==> config.mk <==
export PLATFORM = sky130hd
export DESIGN_NAME = dbg_dump_uart
export DESIGN_NICKNAME = d
export VERILOG_FILES = /design/src/rtl/dbg_dump_uart.sv
export SDC_FILE = /design/constraint.sdc
export NUM_CORES = 1
export LEC_CHECK = 0
export ABC_AREA = 1
export CAP_MARGIN = 5
export CORE_MARGIN = 10
export CORE_UTILIZATION = 25
export CTS_CLUSTER_DIAMETER = 80
export DETAILED_ROUTE_END_ITERATION = 10
export SLEW_MARGIN = 30
export SYNTH_ARGS = -nofsm -noshare
export SYNTH_HDL_FRONTEND = slang
export SYNTH_SLANG_ARGS = --single-unit
==> constraint.sdc <==
create_clock -name CLK -period 2.3 [get_ports CLK]
set_input_delay 0.575 -clock CLK [delete_from_list [all_inputs] [get_ports CLK]]
set_output_delay 0.575 -clock CLK [all_outputs]
set_load 0.05 [all_outputs]
==> src/rtl/dbg_dump_uart.sv <==
// dbg_dump_uart
//   Streams a full snapshot of the processor state out of an 8N1 UART line.
//   A dump contains one header byte, then every register word, then every
//   data-memory word. Each word goes out as four bytes, most significant first.
//   Words are read through the register-file and data-memory display ports.
//   The core keeps running during a dump. Each word is frozen at the cycle
//   it is captured.
// Ports
//   CLK          rising-edge clock
//   Reset        asynchronous active-high reset
//   Start        dump request, accepted only while idle
//   DispReadReg  register index driven to the register-file display port
//   DispRegData  register word returned for DispReadReg
//   DispReadMem  word index driven to the data-memory display port
//   DispMemData  memory word returned for DispReadMem
//   TxD          UART serial output, idle high
//   Busy         high while a dump is in progress
//   Done         one-cycle pulse in the final cycle of a dump
module dbg_dump_uart #(
  parameter int          CLKS_PER_BIT = 868,
  parameter int          NREG         = 32,
  parameter int          NMEM         = 64,
  parameter logic [7:0]  HDR_BYTE     = 8'hA5
) (
  input  logic        CLK,
  input  logic        Reset,
  input  logic        Start,
  output logic [4:0]  DispReadReg,
  input  logic [31:0] DispRegData,
  output logic [5:0]  DispReadMem,
  input  logic [31:0] DispMemData,
  output logic        TxD,
  output logic        Busy,
  output logic        Done
);

  localparam int                BAUD_W    = (CLKS_PER_BIT > 1) ? $clog2(CLKS_PER_BIT) : 1;
  localparam logic [BAUD_W-1:0] BAUD_LAST = BAUD_W'(CLKS_PER_BIT - 1);
  localparam logic [6:0]        REG_LAST  = 7'(NREG - 1);
  localparam logic [6:0]        MEM_LAST  = 7'(NMEM - 1);

  typedef enum logic [2:0] {
    IDLE    = 3'd0,
    HDR     = 3'd1,
    SETADDR = 3'd2,
    CAPTURE = 3'd3,
    SEND    = 3'd4,
    FIN     = 3'd5
  } state_t;

  state_t            stateR;
  state_t            stateNextS;
  logic [BAUD_W-1:0] baudCntR;
  logic [3:0]        bitCntR;
  logic [1:0]        byteCntR;
  logic [6:0]        idxR;
  logic              memPhaseR;
  // Remaining data bits of the current frame plus the stop bit.
  // Ones are shifted in behind the data, so the stop bit needs no extra logic.
  logic [8:0]        frameR;
  // The three bytes of the captured word that have not been framed yet.
  logic [23:0]       wordR;
  logic              txdR;
  logic              busyR;
  logic              doneR;
  logic [4:0]        regAddrR;
  logic [5:0]        memAddrR;

  logic              bitEndS;
  logic              frameEndS;
  logic              wordEndS;
  logic              lastIdxS;
  logic [31:0]       capDataS;

  assign TxD         = txdR;
  assign Busy        = busyR;
  assign Done        = doneR;
  assign DispReadReg = regAddrR;
  assign DispReadMem = memAddrR;

  // State register.
  always_ff @(posedge CLK or posedge Reset) begin
    if (Reset) begin
      stateR <= IDLE;
    end else begin
      stateR <= stateNextS;
    end
  end

  // Bit/frame/word strobes and next-state selection.
  always_comb begin
    bitEndS   = (baudCntR == BAUD_LAST);
    frameEndS = bitEndS && (bitCntR == 4'd9);
    wordEndS  = frameEndS && (byteCntR == 2'd3);
    if (memPhaseR) begin
      lastIdxS = (idxR == MEM_LAST);
      capDataS = DispMemData;
    end else begin
      lastIdxS = (idxR == REG_LAST);
      capDataS = DispRegData;
    end
    stateNextS = stateR;
    case (stateR)
      IDLE: begin
        if (Start) begin
          stateNextS = HDR;
        end else begin
          stateNextS = IDLE;
        end
      end
      HDR: begin
        if (frameEndS) begin
          stateNextS = SETADDR;
        end else begin
          stateNextS = HDR;
        end
      end
      SETADDR: stateNextS = CAPTURE;
      CAPTURE: stateNextS = SEND;
      SEND: begin
        if (wordEndS && lastIdxS && memPhaseR) begin
          stateNextS = FIN;
        end else if (wordEndS) begin
          stateNextS = SETADDR;
        end else begin
          stateNextS = SEND;
        end
      end
      FIN:     stateNextS = IDLE;
      default: stateNextS = IDLE;
    endcase
  end

  // Datapath: UART bit timing, word capture, index walk and registered outputs.
  always_ff @(posedge CLK or posedge Reset) begin
    if (Reset) begin
      baudCntR  <= '0;
      bitCntR   <= 4'd0;
      byteCntR  <= 2'd0;
      idxR      <= 7'd0;
      memPhaseR <= 1'b0;
      frameR    <= 9'h1FF;
      wordR     <= 24'd0;
      txdR      <= 1'b1;
      busyR     <= 1'b0;
      doneR     <= 1'b0;
      regAddrR  <= 5'd0;
      memAddrR  <= 6'd0;
    end else begin
      // Bit timing, shared by the header and the word bytes.
      // The frame-end actions are applied in the case below.
      if ((stateR == HDR) || (stateR == SEND)) begin
        if (bitEndS) begin
          baudCntR <= '0;
          if (bitCntR == 4'd9) begin
            bitCntR <= 4'd0;
          end else begin
            bitCntR <= bitCntR + 4'd1;
            txdR    <= frameR[0];
            frameR  <= {1'b1, frameR[8:1]};
          end
        end else begin
          baudCntR <= baudCntR + BAUD_W'(1);
        end
      end
      case (stateR)
        IDLE: begin
          doneR <= 1'b0;
          if (Start) begin
            busyR     <= 1'b1;
            txdR      <= 1'b0;
            frameR    <= {1'b1, HDR_BYTE};
            baudCntR  <= '0;
            bitCntR   <= 4'd0;
            byteCntR  <= 2'd0;
            idxR      <= 7'd0;
            memPhaseR <= 1'b0;
          end
        end
        HDR: begin
        end
        SETADDR: begin
          if (memPhaseR) begin
            memAddrR <= idxR[5:0];
          end else begin
            regAddrR <= idxR[4:0];
          end
        end
        CAPTURE: begin
          // Snapshot taken here; later core writes cannot affect this word.
          wordR    <= capDataS[23:0];
          frameR   <= {1'b1, capDataS[31:24]};
          txdR     <= 1'b0;
          baudCntR <= '0;
          bitCntR  <= 4'd0;
          byteCntR <= 2'd0;
        end
        SEND: begin
          if (frameEndS) begin
            if (byteCntR != 2'd3) begin
              // The next start bit follows the stop bit with no gap.
              byteCntR <= byteCntR + 2'd1;
              txdR     <= 1'b0;
              frameR   <= {1'b1, wordR[23:16]};
              wordR    <= {wordR[15:0], 8'h00};
            end else if (!lastIdxS) begin
              idxR <= idxR + 7'd1;
            end else if (!memPhaseR) begin
              memPhaseR <= 1'b1;
              idxR      <= 7'd0;
            end else begin
              doneR <= 1'b1;
            end
          end
        end
        FIN: begin
          doneR <= 1'b0;
          busyR <= 1'b0;
        end
        default: begin
        end
      endcase
    end
  end

endmodule

# Yosys cells after proc, flatten, opt, wreduce, memory -nomap -nowiden
# Cells that the tools add are included.
# op_classes
n_eq_ne	18
n_mul	0
order_cmp	0
shifts	0
n_mux	55
addsub	4
n_reduce_logical	20
n_bitwise	1
div	0
# ops
operator	count
9-bit 2-to-1 mux	6
24-bit 2-to-1 mux	2
24-bit case mux with 2 select lines	1
7-bit 2-to-1 mux	5
32-bit 2-to-1 mux	1
10-bit 2-to-1 mux	3
9-bit case mux with 3 select lines	1
10-bit case mux with 2 select lines	1
1-bit 2-to-1 mux	17
4-bit 2-to-1 mux	4
3-bit case mux with 5 select lines	1
5-bit AND reduction	3
7-bit case mux with 2 select lines	1
2-bit inequality test, second input constant	6
10-bit by 1-bit adder with 10-bit output, second input constant	1
10-bit == test, second input constant	1
2-bit 2-to-1 mux	4
4-bit case mux with 2 select lines	1
2-bit nonzero test	4
7-bit by 1-bit adder with 7-bit output, second input constant	1
7-bit by 5-bit == test with 1-bit output, second input constant	1
7-bit by 6-bit == test with 1-bit output, second input constant	1
3-bit by 2-bit == test with 1-bit output, second input constant	2
3-bit == test, second input constant	2
other kinds (20)	28
# totals
latchBits	0
ramBits	0
memories	0
romBits	0
ff_bits	74

# Logic depth before layout (Yosys ltp)
# Gate-level depths: netlist of run 1.
# depth
depth_word	7
ltp_mapped	12
ltp_nobuf	11

# Worst setup path after synthesis of run 1
# No wires, ideal clock.
# synth_path
path_kind	register to register
startpoint	register baudCntR[0]
endpoint	register wordR[10]
t_required_ns	2.184
synth_period_minus_slack_ns	1.565
setup_ns	0.116
stages_incl_launch_ff	13
t_arrival_ns	1.448
setup_slack_ns	0.735
cell_sequence	dfrtp_1 > ha_1 > inv_2 > nor2_1 > nand2_1 > inv_1 > nand3_2 > clkinv_2 > nand2_1 > nand2_2 > buf_6 > nand2_1 > nand2_1
# synth_via
elab_chain_cells	4
# synth_lines
item	line_no	rtl
start: declaration	53	logic [BAUD_W-1:0] baudCntR;
start signal: assignment	163	baudCntR <= baudCntR + BAUD_W'(1);
10-bit == test	92	bitEndS = (baudCntR == BAUD_LAST);
1-bit logical AND	93	frameEndS = bitEndS && (bitCntR == 4'd9);
2-bit inequality test (no source line)	n/a	
3-bit AND reduction (no source line)	n/a	
end signal: assignment	191	wordR <= capDataS[23:0];
end signal: assignment	205	wordR <= {wordR[15:0], 8'h00};
end: declaration	62	logic [23:0] wordR;
# Every way passes these cells.
# A chain may end at the register's enable or synchronous reset.

# Final worst setup path of run 1
# layout_path
startpoint	register busyR, in the netlist Busy
endpoint	output Busy
# layout_rtl
item	line_no	rtl
start: declaration	64	logic busyR;
start signal: assignment	145	busyR <= 1'b0;
start signal: assignment	170	busyR <= 1'b1;
start signal: assignment	218	busyR <= 1'b0;
end: declaration	33	output logic Busy,
# No word-level cell between the ends.

==> impl_metrics.json, run 1 <==
{
  "pwr-share-clk_pct": 51.7,
  "yosysSeqAreaShare_pct": 43.8,
  "post_cts_resize_count": 0,
  "cp_max_fo": 2,
  "ioPinCount": 81,
  "p_leak_nw": 2.62,
  "cp-endpoint": "Busy",
  "syn_area_sq_mm": 0.00426,
  "crit_start": "Busy$_DFFE_PP0P_",
  "crit_cells": 1,
  "crit_family": "buffers and inverters",
  "core-area_sq_mm": 0.0166,
  "ir_worst_vdd_mv": 0.293,
  "hpwl_mm": 8.54,
  "power_density_mw_per_mm2": 541,
  "grt_pass1_vias": 3902,
  "ys_top_cells_by_count": "nand2_1 (212), dfrtp_1 (64), inv_1 (55)",
  "async_reset_ff_share_pct": 100,
  "ant_nets": 0,
  "synth_flop_cell": "dfrtp_1",
  "synth-simple-area-share_pct": 35.9,
  "synthAdderAreaFrac_pct": 0.881,
  "cts.sinks": 74,
  "critPathMaxStageDelay_ns": 0.81,
  "numCtsBuffers": 9,
  "post-route-drc-count": 0,
  "cts_buffer_depth": 2,
  "hold_class": "reg2reg",
  "maxCapViolations": 0,
  "synth-seq-cells": 74,
  "p_switching_w": 0.000600,
  "drive_gt1_share_pct": 11.9,
  "crit_required_ns": 1.73,
  "rr_startpoint": "baudCntR[0]$_DFF_PP0_",
  "htree_levels": 3,
  "criticalPathCategory": "reg2out",
  "grt_pass1_wl_mm": 19.1,
  "worstRegToRegCells": 11,
  "synthTopCellsByArea": "dfrtp_1 (38%), nand2_1 (19%), dfstp_2 (6.2%)",
  "fin_area_sq_mm": 0.00565,
  "multi_input_area_sq_mm": 0.00204,
  "crit_path_top_delay_cell": "clkdlybuf4s50_1",
  "place_ws_ns": 0.417,
  "synth_xor_area_share_pct": 0.617,
  "grt_start_max_net_pins": 38,
  "synth_top_area_share_pct": 37.6,
  "ctsHoldBuffers": 0,
  "cp-start-kind": "register",
  "clock_latency_ns": 0.33,
  "status": "complete, no violations",
  "synth_largest_area_cell": "dfrtp_1",
  "seqPwrFrac_pct": 42.7,
  "seqCellArea_sq_mm": 0.00186,
  "routed_wl_mm": 11.5,
  "fillers": 1751,
  "grt_overflow": 0,
  "cts_root_buf": "clkbuf_16",
  "ys.warnings.count": 0,
  "synth_top_family_by_area": "simple AND/OR/NAND/NOR gates",
  "rsz0062_at_grt": "no",
  "dr.pass1.iters": 4,
  "place_area_sq_mm": 0.00531,
  "dieArea_sq_mm": 0.0227,
  "place.gp.congestion": 0.827,
  "p_sw_share_pct": 19.7,
  "synth_cells": 584,
  "worst_slack_ns": 0.213,
  "synth_edf_count": 0,
  "dieHeight_um": 151,
  "layout.nets": 736,
  "synthMuxAreaShare_pct": 0,
  "rrSetupSlack_ns": 0.42,
  "period_share_pct": 90.8,
  "maxSlewViolCount": 0,
  "path_cells": "clkdlybuf4s50_1",
  "p_comb_share_pct": 5.6,
  "synth.most_common_cell": "nand2_1",
  "initial_core_util_pct": 25.6,
  "synth_area_per_cell_sq_um": 7.30,
  "tns_ns": 0,
  "r2r-end": "wordR[3]$_DFFE_PP0P_",
  "worst_pin_slew_ns": 0.512,
  "fin_skew_ns": 0.00650,
  "fmax_ghz": 0.479,
  "num_vias": 3855,
  "post_drt_via_cell_ratio": 4.33,
  "cts_setup_buffers": 0,
  "synth_compound_area_share_pct": 10.5,
  "hold_viol": 0,
  "io_buffers": 80,
  "internal-power_w": 0.00245,
  "rows": 47,
  "worstHoldStart": "byteCntR[1]$_DFFE_PP0P_",
  "area_growth_pct": 32.5,
  "wl_per_cell_um": 12.9,
  "synth.net_count": 654,
  "path_buf_inv": 1,
  "report.final.setup_viol": 0,
  "arrival_ns": 1.51,
  "synth_cell_types": 34,
  "cts_tree": "done",
  "grt_antenna_before_repair": 0,
  "end_kind": "output port",
  "slew_headroom_pct": 65.8,
  "clkSlewWorstSetupHoldPaths_ns": 0.06,
  "grt_usage_pct": 10.3,
  "layout_min_cycle_time_ns": 2.09,
  "fin_util_pct": 33.9,
  "diodes": 0,
  "drt-initial-drc-count": 259,
  "die_w_um": 151
}
## worst min-delay path by stage
stage,endpoint,cells after the start
3_3_place_gp,byteCntR[1]$_DFFE_PP0P_,2
2_1_floorplan,byteCntR[1]$_DFFE_PP0P_,2
4_1_cts,TxD$_DFF_PP1_,2
6_report,byteCntR[1]$_DFFE_PP0P_,2
5_1_grt,wordR[2]$_DFFE_PP0P_,2
3_5_place_dp,wordR[23]$_DFFE_PP0P_,2
## power groups by stage
stage / Sequential (W) / Combinational, W / Clock, W
after floorplan: 0.00133 / 0.0000379 / 0
after global placement: 0.00133 / 0.000176 / 0
after detailed placement: 0.00133 / 0.000174 / 0
after CTS: 0.00130 / 0.000176 / 0.00162
after global routing: 0.00130 / 0.000189 / 0.00167
final: 0.00130 / 0.000172 / 0.00158
## layer usage
layer | vias to the layer above | part of all wire [%] | GRT usage, %
met3 | 16 | 4.7 | 2.79
met2 | 79 | 46 | 16.4
met5 | - | 0 | 0
met4 | 0 | 1.7 | 4.08
li1 | 2014 | - | -
met1 | 1746 | 48 | 13.0
## layout by cell type (no fill, tap or decap), drive strengths merged, types with 2 or more instances in the layout
cell type,count
o31ai,4
nor3,4
a31oi,16
ha,3
dfrtp,64
or2,13
bufinv,2
inv,60
nand3,35
clkinv,2
a21oi,11
clkbuf,12
buf,12
nor3b,4
nor2,61
nand2,222
o211ai,4
o21ai,31
xnor2,2
clkinvlp,2
clkdlybuf4s50,79
dfstp,10
o21bai,9
nand4,5
## cell type report
| class | count | share of cell area [%] |
|---|---|---|
| Timing Repair Buffer | 91 | 15.8 |
| Inverter | 62 | 4.21 |
| Clock buffer | 12 | 4.72 |
| Tap cell | 220 | 4.87 |
| Multi-Input combinational cell | 428 | 36.1 |
| Sequential cell | 74 | 33.0 |
| Clock inverter | 4 | 1.29 |
## cell families (layout without fill, tap and decap cells)
logic type | count (synthesis) | after routing
AOI/OAI and AO/OA | 76 | 76
and+or+nand+nor | 346 | 346
buffers and inverters | 82 | 169
xor gates and xnor gates | 3 | 3
adders and majority gates | 3 | 3
DFF | 74 | 74
## per-stage QoR
| step | hold slack [ns] | total power (W) | std cells |
|---|---|---|---|
| after floorplan | 0.446 | 0.00136 | 584 |
| after global placement | 0.459 | 0.00150 | 875 |
| after detailed placement | 0.467 | 0.00150 | 875 |
| after CTS | 0.482 | 0.00310 | 891 |
| after global routing | 0.503 | 0.00316 | 891 |
| final | 0.479 | 0.00305 | 891 |
## state kept, by name (all words and copies together), names as in the netlist
| name | cells |
|---|---|
| DispReadReg | 5 |
| memPhaseR | 1 |
| Busy | 1 |
| bitCntR | 4 |
| DispReadMem | 6 |
| TxD | 1 |
| frameR | 9 |
| stateR | 3 |
| wordR | 24 |
| idxR | 7 |
| baudCntR | 10 |
| Done | 1 |
| byteCntR | 2 |
(Power assumes the default switching activity.)
==> inputs of run 2 (changes only) <==
GPL_ROUTABILITY_DRIVEN = 0   (was not set)
RECOVER_POWER = 25   (was not set)
REMOVE_ABC_BUFFERS = 1   (was not set)
==> impl_metrics.json, run 2 (synthesis results as in run 1) <==
{
  "drt-initial-drc-count": 264,
  "fin_util_pct": 33.7,
  "grt_overflow": 0,
  "ant_nets": 0,
  "clock_latency_ns": 0.34,
  "grt_pass1_vias": 3697,
  "ir_worst_vdd_mv": 0.353,
  "ctsHoldBuffers": 0,
  "crit_family": "buffers and inverters",
  "path_cells": "clkdlybuf4s50_1",
  "largest_register": "wordR",
  "clkSlewWorstSetupHoldPaths_ns": 0.06,
  "grt_antenna_before_repair": 0,
  "crit_path_top_delay_cell": "clkdlybuf4s50_1",
  "slew_headroom_pct": 61.2,
  "layout.nets": 735,
  "maxCapViolations": 0,
  "path_buf_inv": 1,
  "p_leak_nw": 2.60,
  "fin_total_pwr_w": 0.00294,
  "post_drt_via_cell_ratio": 4.27,
  "report.final.setup_viol": 0,
  "rows": 47,
  "rsz0062_at_grt": "no",
  "dieArea_sq_mm": 0.0227,
  "cts_tree": "done",
  "place_ws_ns": 0.416,
  "maxSlewViolCount": 0,
  "io_buffers": 80,
  "status": "complete, no violations",
  "hpwl_mm": 8.08,
  "cts_setup_buffers": 0,
  "final_common_cell": "nand2_1",
  "num_vias": 3801,
  "arrival_ns": 1.52,
  "dr.pass1.iters": 4,
  "die_w_um": 151,
  "fmax_ghz": 0.478,
  "dieHeight_um": 151,
  "cts_root_buf": "clkbuf_16",
  "end_kind": "output port",
  "initial_core_util_pct": 25.6,
  "numCtsBuffers": 9,
  "final_cell_mix": "nand2_1 (212), clkdlybuf4s50_1 (78), dfrtp_1 (64)",
  "ioPinCount": 81,
  "fin_area_sq_mm": 0.00560,
  "crit_required_ns": 1.73,
  "cts_buffer_depth": 2,
  "power_density_mw_per_mm2": 525,
  "core-area_sq_mm": 0.0166,
  "worst_slack_ns": 0.210,
  "rrSetupSlack_ns": 0.42,
  "period_share_pct": 90.9,
  "grt_pass1_wl_mm": 18.5,
  "htree_levels": 3,
  "cp_max_fo": 2,
  "criticalPathCategory": "reg2out",
  "hold_class": "reg2reg",
  "cp-start-kind": "register",
  "largest_reg_flops": 24,
  "post-route-drc-count": 0,
  "fillers": 1777,
  "grt_usage_pct": 10.0,
  "worst_pin_slew_ns": 0.581,
  "diodes": 0,
  "wl_per_cell_um": 12.7,
  "fin_skew_ns": 0.0114,
  "reg_top3": "wordR: 24 flops, baudCntR: 10 flops, frameR: 9 flops",
  "multi_input_area_sq_mm": 0.00204,
  "cts.sinks": 74,
  "seqCellArea_sq_mm": 0.00186,
  "critPathMaxStageDelay_ns": 0.81,
  "routed_wl_mm": 11.3,
  "post_cts_resize_count": 0,
  "place_area_sq_mm": 0.00530,
  "hold_viol": 0,
  "grt_start_max_net_pins": 38,
  "layout_min_cycle_time_ns": 2.09,
  "drive_gt1_share_pct": 11.5,
  "area_growth_pct": 31.5
}
run 2: through the flow:
step                      hold WS, ns  cells  TNS, ns
after detailed placement        0.466    874        0
final                           0.475    890        0
after global routing            0.496    890        0
after global placement          0.461    874        0
after CTS                       0.479    890        0
after floorplan                 0.446    564    -8.96
run 2: cell type report:
type                            count  area share (%)
Inverter                           62            4.18
Clock inverter                      7            1.50
Clock buffer                        9            4.02
Timing Repair Buffer               90            15.7
Multi-Input combinational cell    428            36.4
Sequential cell                    74            33.3
Tap cell                          220            4.91
run 2: path summary, 6_finish.rpt:
kind                                  startpoint               endpoint  cells past startpoint
setup / recovery                Busy$_DFFE_PP0P_                   Busy                      1
hold / removal                     TxD$_DFF_PP1_          TxD$_DFF_PP1_                      2
setup reg to reg           baudCntR[0]$_DFF_PP0_   wordR[0]$_DFFE_PP0P_                     11
hold reg to reg                    TxD$_DFF_PP1_          TxD$_DFF_PP1_                      2
max in group asynchronous                  Reset  baudCntR[2]$_DFF_PP0_                      3
min in group asynchronous                  Reset   bitCntR[2]$_DFF_PP0_                      2
run 2: power by group:
group | switching [W] | total, W | internal, W
clock network | 0.000611 | 0.00147 | 0.000861
logic | 0.0000529 | 0.000165 | 0.000112
registers | 0 | 0.00130 | 0.00130
total | 0.000663 | 0.00294 | 0.00228
run 2: metal layers:
| metal | global-route usage, % | routed length (um) |
|---|---|---|
| met1 | 12.6 | 5180 |
| met2 | 16.4 | 5550 |
| met3 | 1.83 | 424 |
| met4 | 4.32 | 157 |
| met5 | 0 | 0 |
